===== config.mk =====
export PLATFORM = sky130hd
export DESIGN_NAME = checker_auto
export DESIGN_NICKNAME = d
export VERILOG_FILES = /design/src/rtl/checker_auto.sv
export SDC_FILE = /design/constraint.sdc
export NUM_CORES = 1
export LEC_CHECK = 0
export BUFFER_PORTS_ARGS = -buffer_cell sky130_fd_sc_hd__buf_2
export CORE_ASPECT_RATIO = 0.75
export CORE_MARGIN = 2
export CORE_UTILIZATION = 36
export DETAILED_ROUTE_END_ITERATION = 8
export PLACE_DENSITY = 0.59
export RECOVER_POWER = 100
export SLEW_MARGIN = 40
export SYNTH_ARGS = -nofsm -noshare
export SYNTH_HDL_FRONTEND = slang
export SYNTH_SLANG_ARGS = --single-unit

===== constraint.sdc =====
create_clock -name sys_clk -period 2.65 [get_ports sys_clk]
set_input_delay 0.1325 -clock sys_clk [delete_from_list [all_inputs] [get_ports sys_clk]]
set_output_delay 0.1325 -clock sys_clk [all_outputs]
set_load 0.01 [all_outputs]

===== src/rtl/checker_auto.sv =====
`default_nettype none

`ifndef CHECKER_MODE_AUTO
`define CHECKER_MODE_AUTO 2'd2
`endif

// ============================================================================
// Module   : checker_auto
// Purpose  : Auto-mode checker controller. Runs the MPU/hm pair in a repeating
//            loop: reset the MPU, run it until it reports, hold the result
//            for software, sleep a fixed period, then repeat. The loop stops
//            when software drops mode_start, mode_mode leaves this mode, an
//            MPU error is reported, or the RUN watchdog expires.
// Revision : 1.0 - initial release
// ----------------------------------------------------------------------------
// Parameters
//   mode          mode_mode value this block responds to
//   period        sleep cycles between iterations (0 = back-to-back)
//   timeout       max cycles spent in RUN before a watchdog error (>= 1)
// Ports
//   sys_clk       clock
//   sys_rst       synchronous active-high reset
//   mode_mode     selected checker mode
//   mode_start    level request to run the loop
//   mode_addr     page address (consumed by hm at the top level only)
//   mode_end      loop stopped, sticky until the next accepted start
//   mode_data     MPU result latched at the last report
//   mode_irq      result available, held until mode_ack
//   mode_ack      software acknowledge of mode_irq
//   mode_error    loop stopped on MPU error or watchdog timeout
//   mpu_en        MPU/hm run enable
//   mpu_rst       MPU/hm reset, single-cycle pulse
//   mpu_error     OR of MPU error, hm timeout and hm error
//   mpu_user_data MPU result
//   mpu_user_irq  MPU result ready
// ============================================================================
module checker_auto #(
    parameter logic [1:0]  mode    = `CHECKER_MODE_AUTO,
    parameter logic [31:0] period  = 32'd1000000,
    parameter logic [31:0] timeout = 32'd1000000
) (
    input  logic        sys_clk,
    input  logic        sys_rst,
    input  logic [1:0]  mode_mode,
    input  logic        mode_start,
    input  logic [63:0] mode_addr,
    output logic        mode_end,
    output logic [63:0] mode_data,
    output logic        mode_irq,
    input  logic        mode_ack,
    output logic        mode_error,
    output logic        mpu_en,
    output logic        mpu_rst,
    input  logic        mpu_error,
    input  logic [63:0] mpu_user_data,
    input  logic        mpu_user_irq
);

    typedef enum logic [2:0] {
        S_IDLE  = 3'd0,
        S_RST   = 3'd1,
        S_RUN   = 3'd2,
        S_ACK   = 3'd3,
        S_SLEEP = 3'd4,
        S_END   = 3'd5
    } state_t;

    localparam logic [31:0] c_wdog_last = timeout - 32'd1;

    state_t      r_state;
    logic [31:0] r_wdog;
    logic [31:0] r_sleep;

    logic        w_go;
    // The page address is routed to hm by the top level; it is folded into
    // an explicitly-unused net so the port is documented but carries no logic.
    logic        w_unused_addr;

    assign w_go          = mode_start && (mode_mode == mode);
    assign w_unused_addr = ^mode_addr;

    // Outputs are written on the edge that enters the state they belong to,
    // so every output is a flop and follows the state with no extra latency.
    always_ff @(posedge sys_clk) begin
        if (sys_rst) begin
            r_state    <= S_IDLE;
            r_wdog     <= 32'd0;
            r_sleep    <= 32'd0;
            mode_end   <= 1'b0;
            mode_data  <= 64'd0;
            mode_irq   <= 1'b0;
            mode_error <= 1'b0;
            mpu_en     <= 1'b0;
            mpu_rst    <= 1'b0;
        end else begin
            // mpu_rst is a one-cycle pulse; only entering RST raises it
            mpu_rst <= 1'b0;

            case (r_state)
                S_IDLE: begin
                    mpu_en <= 1'b0;
                    if (w_go) begin
                        r_state    <= S_RST;
                        mpu_rst    <= 1'b1;
                        mode_end   <= 1'b0;
                        mode_error <= 1'b0;
                        mode_irq   <= 1'b0;
                    end
                end

                S_RST: begin
                    // RST always lasts exactly one cycle, go is not sampled
                    r_wdog  <= 32'd0;
                    mpu_en  <= 1'b1;
                    r_state <= S_RUN;
                end

                S_RUN: begin
                    r_wdog <= r_wdog + 32'd1;
                    if (mpu_error) begin
                        // An error wins over a simultaneous result
                        r_state    <= S_END;
                        mpu_en     <= 1'b0;
                        mode_error <= 1'b1;
                        mode_end   <= 1'b1;
                    end else if (mpu_user_irq) begin
                        r_state   <= S_ACK;
                        mpu_en    <= 1'b0;
                        mode_data <= mpu_user_data;
                        mode_irq  <= 1'b1;
                    end else if (r_wdog == c_wdog_last) begin
                        // RUN has lasted 'timeout' cycles including this one
                        r_state    <= S_END;
                        mpu_en     <= 1'b0;
                        mode_error <= 1'b1;
                        mode_end   <= 1'b1;
                    end else if (!w_go) begin
                        r_state  <= S_END;
                        mpu_en   <= 1'b0;
                        mode_end <= 1'b1;
                    end
                end

                S_ACK: begin
                    // A pending result must be consumed even if go drops,
                    // so only the ack moves us out of this state.
                    mpu_en <= 1'b0;
                    if (mode_ack) begin
                        mode_irq <= 1'b0;
                        if (!w_go) begin
                            r_state  <= S_END;
                            mode_end <= 1'b1;
                        end else if (period == 32'd0) begin
                            r_state <= S_RST;
                            mpu_rst <= 1'b1;
                        end else begin
                            r_sleep <= period;
                            r_state <= S_SLEEP;
                        end
                    end
                end

                S_SLEEP: begin
                    mpu_en  <= 1'b0;
                    r_sleep <= r_sleep - 32'd1;
                    if (!w_go) begin
                        r_state  <= S_END;
                        mode_end <= 1'b1;
                    end else if (r_sleep == 32'd1) begin
                        // Counter was loaded with 'period', so SLEEP spans
                        // exactly 'period' cycles before the next RST.
                        r_state <= S_RST;
                        mpu_rst <= 1'b1;
                    end
                end

                S_END: begin
                    mpu_en   <= 1'b0;
                    mode_end <= 1'b1;
                    // Wait for the start level itself to drop so a mode
                    // change alone does not re-arm the loop.
                    if (!mode_start) begin
                        r_state <= S_IDLE;
                    end
                end

                default: begin
                    r_state <= S_IDLE;
                    mpu_en  <= 1'b0;
                end
            endcase
        end
    end

endmodule

`default_nettype wire


==> results of run 1 <==
worst paths after layout:
path,from,to,depth (start not counted),slack (ns)
min reg2reg,mode_data[21]$_SDFFE_PP0P_,mode_data[21]$_SDFFE_PP0P_,2,0.45
min,mpu_user_irq,mpu_en$_SDFFE_PP0P_,4,0.13
max,r_sleep[12]$_SDFFE_PP0P_,r_state[2]$_SDFFE_PP0P_,6,0.21
max reg2reg,r_sleep[12]$_SDFFE_PP0P_,r_state[2]$_SDFFE_PP0P_,6,0.21
logic make-up (layout without fill, tap and decap cells):
family                     after synthesis  after routing
buffers and inverters                   48            261
adders and majority gates                3              3
and+or+nand+nor                        352            352
xor gates and xnor gates                26             26
AOI/OAI and AO/OA                      134            134
other                                    0              1
DFF                                    136            136
muxes                                   12             12
report_power, final:
group	internal (uW)	switching (uW)	total [uW]	leakage, uW
Sequential	2350	279	2630	0.00110
Combinational	958	1280	2240	0.00139
Clock	1310	968	2280	0.000271
Total	4620	2530	7150	0.00276
registers in the layout (all words and copies together), names as in the netlist:
name / cells
mode_error: 1
mode_irq: 1
mode_data: 64
mode_end: 1
r_wdog: 32
mpu_rst: 1
r_sleep: 32
r_state: 3
mpu_en: 1
Yosys cell counts, types with 9 or more instances:
cell type / instances / area [um2]
a21oi_1: 95 / 475
clkbuf_1: 38 / 143
dfxtp_1: 136 / 2720
nand2_1: 150 / 563
nand3_1: 29 / 145
nand4_1: 12 / 75.1
nor2_1: 68 / 255
nor3_1: 15 / 75.1
nor4_1: 19 / 119
o21ai_0: 9 / 45.0
or3_1: 13 / 81.3
xnor2_1: 22 / 193
through the flow:
step / power (uW) / std cells / util (%) / area [um2]
3_3_place_gp: 4840 / 1038 / 42.6 / 6740
5_1_grt: 7630 / 1134 / 49.5 / 7820
6_report: 7150 / 1135 / 49.5 / 7830
3_5_place_dp: 4850 / 1038 / 42.6 / 6740
2_1_floorplan: 4290 / 711 / - / 5760
4_1_cts: 7250 / 1134 / 50.3 / 7950
area by class of cell:
class	count	area, um2	area share (%)
multi-input cells	527	2850	36.4
well taps	210	263	3.36
clock inverters	14	141	1.81
diodes	1	2.50	0.0320
clock buffers	18	429	5.48
repair buffers	222	1390	17.7
flip-flops and latches	136	2720	34.8
inverters	7	26.3	0.336
layer usage:
layer	GRT usage [%]	vias up
met2	28.0	151
met4	6.35	0
met1	25.0	2618
li1	-	2861
met5	0	-
met3	6.44	16
critical path: stages (launching register included):
cell and delay, ns:
dfxtp_1 0.35, or4_4 0.57, nand4b_1 0.27, nand4bb_1 0.30, a221oi_1 0.45, and2_1 0.26
a311oi_1 0.10
repair_timing:
action                                 4_1_cts  5_1_grt
endpoints found under the hold margin       64        0
hold buffers                                64        0
setup endpoints to repair                    0        0
==> flow_metrics.py, run 1 <==
metrics = {
    "run_status": {
        "outcome": "finished, final reports clean",
    },
    "logic_synthesis": {
        "synth_ff_type": "dfxtp_1",
        "synth_fp_nets": 850,
        "synth_xor_area_share_pct": 3.95,
        "synth_mux_area_share_pct": 2.22,
        "synth_edf_count": 0,
        "yosysWarnings": 0,
        "postSynthCellCount": 711,
        "seq_area_frac_synth_pct": 47.3,
        "netlist_area_mm2": 0.00576,
        "synth_seq_cells": 136,
        "syn_avg_cell_area_um2": 8.10,
        "yosys.area_share.simple_pct": 29.6,
        "synth_top_family_by_area": "simple AND/OR/NAND/NOR gates",
        "synthAdderAreaFrac_pct": 0.652,
        "yosys.cell_types.count": 50,
        "synth_compound_area_share_pct": 13.2,
        "synthArstFlopShare_pct": 0,
    },
    "timing": {
        "hold_viol": 0,
        "period_needed_ns": 2.44,
        "whs_ns": 0.127,
        "worstMarginPinSlew_ns": 0.744,
        "fin_worst_skew_ns": 0.0146,
        "rsz0062_at_grt": "false",
        "fmax_mhz": 410,
        "worst_slack_ns": 0.212,
        "final.period_utilization_pct": 92.0,
        "final-setup-viol-count": 0,
        "drv_slew": 0,
        "slew_headroom_pct": 50.4,
        "fin_setup_tns_ns": 0,
    },
    "drt": {
        "via_per_inst": 4.97,
        "ant_nets": 0,
        "drtIter0Drc": 258,
        "routedLengthMet1_um": 7420,
        "drc_errors": 0,
        "wl_um": 15500,
        "route.met2.wl_um": 6900,
        "wl_per_cell_um": 13.7,
        "dr_wl_met3_um": 993,
        "top_layer_used": "met4",
        "vias": 5646,
        "drt_pre_antenna_iters": 5,
    },
    "clock_network": {
        "cts_tree": "built",
        "cts_made_buffers": 17,
        "cts.path.max_buffers": 2,
        "clock-sinks": 136,
        "clk_pin_slew_ns": 0.06,
        "h-tree-depth": 4,
        "post_cts_buffers": 0,
        "clkLatencyLatePin_ns": 0.42,
        "cts_root_buf": "clkbuf_16",
        "cts_resized": 0,
    },
    "final_layout": {
        "final_common_cell": "nand2_1",
        "area_growth_pct": 35.8,
        "nNetsFinal": 1050,
        "fill_cells": 1571,
        "drive_above_1_share_pct": 14.4,
        "layout_common_cells": "150 x nand2_1, 136 x dfxtp_1, 95 x a21oi_1, 77 x clkbuf_1, 70 x buf_2",
    },
    "setup_path": {
        "worstSetupEndpointType": "flip-flop",
        "critPathArrivalTime_ns": 2.72,
        "start_kind": "flip-flop",
        "crit_required_ns": 2.93,
        "worstPathMaxFanout": 6,
        "critPathKind": "reg2reg",
    },
    "global_route": {
        "grt_pass1_vias": 5251,
        "grt_pass1_wl_um": 25600,
        "overflow": 0,
        "antenna_found_initial": 0,
        "grtUsageTotal_pct": 18.6,
        "grt_start_max_net_pins": 66,
    },
    "die": {
        "die_w_um": 150,
        "die_h_um": 114,
        "row_count": 40,
        "die_area_mm2": 0.0170,
        "io_pins": 205,
        "core_area_mm2": 0.0158,
        "initial_core_util_pct": 36.4,
    },
    "hold_path": {
        "holdCritPathClass": "in2reg",
    },
    "placed_design": {
        "io_buffers": 140,
        "hpwl_um": 9920,
        "gp_congestion": 0.801,
        "place_ws_ns": 0.250,
    },
    "power": {
        "ir_worst_vdd_mv": 0.432,
        "cellPowerDensity_mw_per_mm2": 914,
        "leakage_uw": 0.00276,
    },
    "run": {
        "maxCapViolations": 0,
    },
}
No activity file was read; power rests on OpenSTA's default activity.
==> run 2: changes to the inputs <==
--- a/config.mk
+++ b/config.mk
@@ -10,6 +10,7 @@
 export CORE_MARGIN = 2
 export CORE_UTILIZATION = 36
 export DETAILED_ROUTE_END_ITERATION = 8
+export MAX_ROUTING_LAYER = met4
 export PLACE_DENSITY = 0.59
 export RECOVER_POWER = 100
 export SLEW_MARGIN = 40
==> constraint.sdc (replaced) <==
create_clock -name sys_clk -period 2.3 [get_ports sys_clk]
set_input_delay 0.115 -clock sys_clk [delete_from_list [all_inputs] [get_ports sys_clk]]
set_output_delay 0.115 -clock sys_clk [all_outputs]
set_load 0.01 [all_outputs]
==> flow_metrics.py, run 2 (synthesized netlist as in run 1, its figures left out) <==
metrics = {
    "global_route": {
        "grtUsageTotal_pct": 19.2,
        "grtUsageMet2_pct": 26.2,
        "grt_use_met3_pct": 5.80,
        "grt_pass1_wl_um": 25600,
        "overflow": 0,
        "antenna_found_initial": 0,
        "busiest_layer": "met1",
        "grt_pass1_vias": 5178,
        "grt_start_max_net_pins": 65,
        "use_met1_pct": 26.7,
    },
    "run": {
        "maxCapViolations": 0,
    },
    "clock_network": {
        "clock-sinks": 136,
        "cts_made_buffers": 17,
        "cts_root_buf": "clkbuf_16",
        "h-tree-depth": 4,
        "cts.path.max_buffers": 2,
        "cts_tree": "built",
        "clk_pin_slew_ns": 0.06,
        "clkLatencyLatePin_ns": 0.42,
    },
    "placed_design": {
        "place_ws_ns": 0.0702,
        "gp_congestion": 0.795,
        "io_buffers": 140,
        "placedCellCount": 1053,
        "hpwl_um": 9850,
    },
    "final_layout": {
        "final_util_pct": 50.5,
        "area_growth_pct": 38.8,
        "num_antenna_cells": 0,
        "regArea_mm2": 0.00272,
        "fin_cells": 1149,
        "fill_cells": 1535,
        "largest_reg_flops": 64,
        "top_register": "mode_data",
        "multi_input_area_mm2": 0.00291,
        "layout_common_cells": "150 x nand2_1, 136 x dfxtp_1, 95 x a21oi_1, 75 x clkbuf_1, 70 x buf_2",
        "reg_top3": "mode_data (64), r_sleep (32), r_wdog (32)",
        "final_common_cell": "nand2_1",
        "nNetsFinal": 1065,
        "drive_above_1_share_pct": 16.9,
    },
    "setup_path": {
        "critPathArrivalTime_ns": 2.52,
        "critPathTopFamily": "simple AND/OR/NAND/NOR gates",
        "slowest_delay_ns": 0.46,
        "timing.critical_path.mode_cell": "or3_1",
        "path_cells": "or3b_4 -> nor4_4 -> nand3_4 -> or3_1 -> or3_1 -> a21oi_1",
        "cp.buffers_inverters": 0,
        "worstSetupEndpointType": "flip-flop",
        "crit_required_ns": 2.65,
        "start_kind": "flip-flop",
        "r2r_slack_ns": 0.13,
        "slowest_stage": "or3b_4",
        "worstPathMaxFanout": 8,
        "critPathKind": "reg2reg",
    },
    "timing": {
        "hold_viol": 0,
        "fin_worst_skew_ns": 0.0122,
        "fin_setup_tns_ns": 0,
        "drv_slew": 0,
        "slew_headroom_pct": 47.4,
        "rsz0062_at_grt": "true",
        "worstMarginPinSlew_ns": 0.789,
        "period_needed_ns": 2.17,
        "worst_slack_ns": 0.131,
        "final.period_utilization_pct": 94.3,
        "fmax_mhz": 461,
        "final-setup-viol-count": 0,
    },
    "die": {
        "row_count": 40,
        "core_area_mm2": 0.0158,
        "die_area_mm2": 0.0170,
        "die_h_um": 114,
        "initial_core_util_pct": 36.4,
        "die_w_um": 150,
        "io_pins": 205,
    },
    "drt": {
        "drt_pre_antenna_iters": 5,
        "drc_errors": 0,
        "vias": 5631,
        "wl_um": 15500,
        "via_per_inst": 4.90,
        "drtIter0Drc": 268,
        "ant_nets": 0,
        "wl_per_cell_um": 13.5,
    },
    "power": {
        "leakage_uw": 0.00285,
        "cellPowerDensity_mw_per_mm2": 1090,
        "ir_worst_vdd_mv": 0.624,
        "finalPower_uw": 8750,
    },
    "hold_path": {
        "holdCritPathClass": "in2reg",
    },
    "run_status": {
        "outcome": "finished, final reports clean",
    },
}
==> run 2: changes by cell type in the layout (fill, tap and decap cells not counted), sizes merged <==
cell / change
diode: -1
clkbuf: +2
inv: +3
clkinv: -4
buf: +14
==> run 2: area by class of cell <==
| class | count | share of cell area [%] |
|---|---|---|
| multi-input cells | 527 | 36.4 |
| clock inverters | 13 | 1.66 |
| inverters | 7 | 0.329 |
| clock buffers | 19 | 5.67 |
| flip-flops and latches | 136 | 34.1 |
| repair buffers | 237 | 18.6 |
| well taps | 210 | 3.29 |
==> run 2: final timing paths <==
check / start / endpoint / depth (start not counted)
setup / recovery: r_state[2]$_SDFFE_PP0P_ / r_wdog[28]$_SDFFE_PP0P_ / 6
hold / removal: sys_rst / mpu_en$_SDFFE_PP0P_ / 2
setup reg to reg: r_state[2]$_SDFFE_PP0P_ / r_wdog[28]$_SDFFE_PP0P_ / 6
hold reg to reg: mode_data[41]$_SDFFE_PP0P_ / mode_data[41]$_SDFFE_PP0P_ / 2
==> run 2: metrics by stage <==
step	hold slack [ns]	area, um2
CTS	0.0889	8070
global placement	0.357	6840
floorplan	0.251	5760
global route	0.116	7990
finish	0.0993	7990
detailed placement	0.361	6840
==> run 2: worst register-to-register path: cells and delay by family, from the launching register on <==
family	cells	cell delay, ns
AND/OR/NAND/NOR	5	1.66
flip-flops	1	0.31
AO/OA/AOI/OAI	1	0.14
==> run 2: power by group <==
group	internal [uW]	switching (uW)	leakage (uW)
Sequential	2710	290	0.00110
Clock	1580	1130	0.000282
Combinational	1390	1650	0.00147
==> run 2: per-layer routing <==
metal	wire length [um]	share of wire (%)	vias to the layer above
li1	-	-	2906
met1	7580	49	2524
met2	6610	43	171
met3	942	6.1	30
met4	336	2.2	0
met5	0	0	-
==> run 2: timing repair <==
| item | CTS | global route |
|---|---|---|
| setup buffers | 0 | 0 |
| hold buffers | 64 | 0 |
| endpoints found under the hold margin | 64 | 0 |
| resized for setup | 0 | 9 |
| setup endpoints to repair | 0 | 9 |
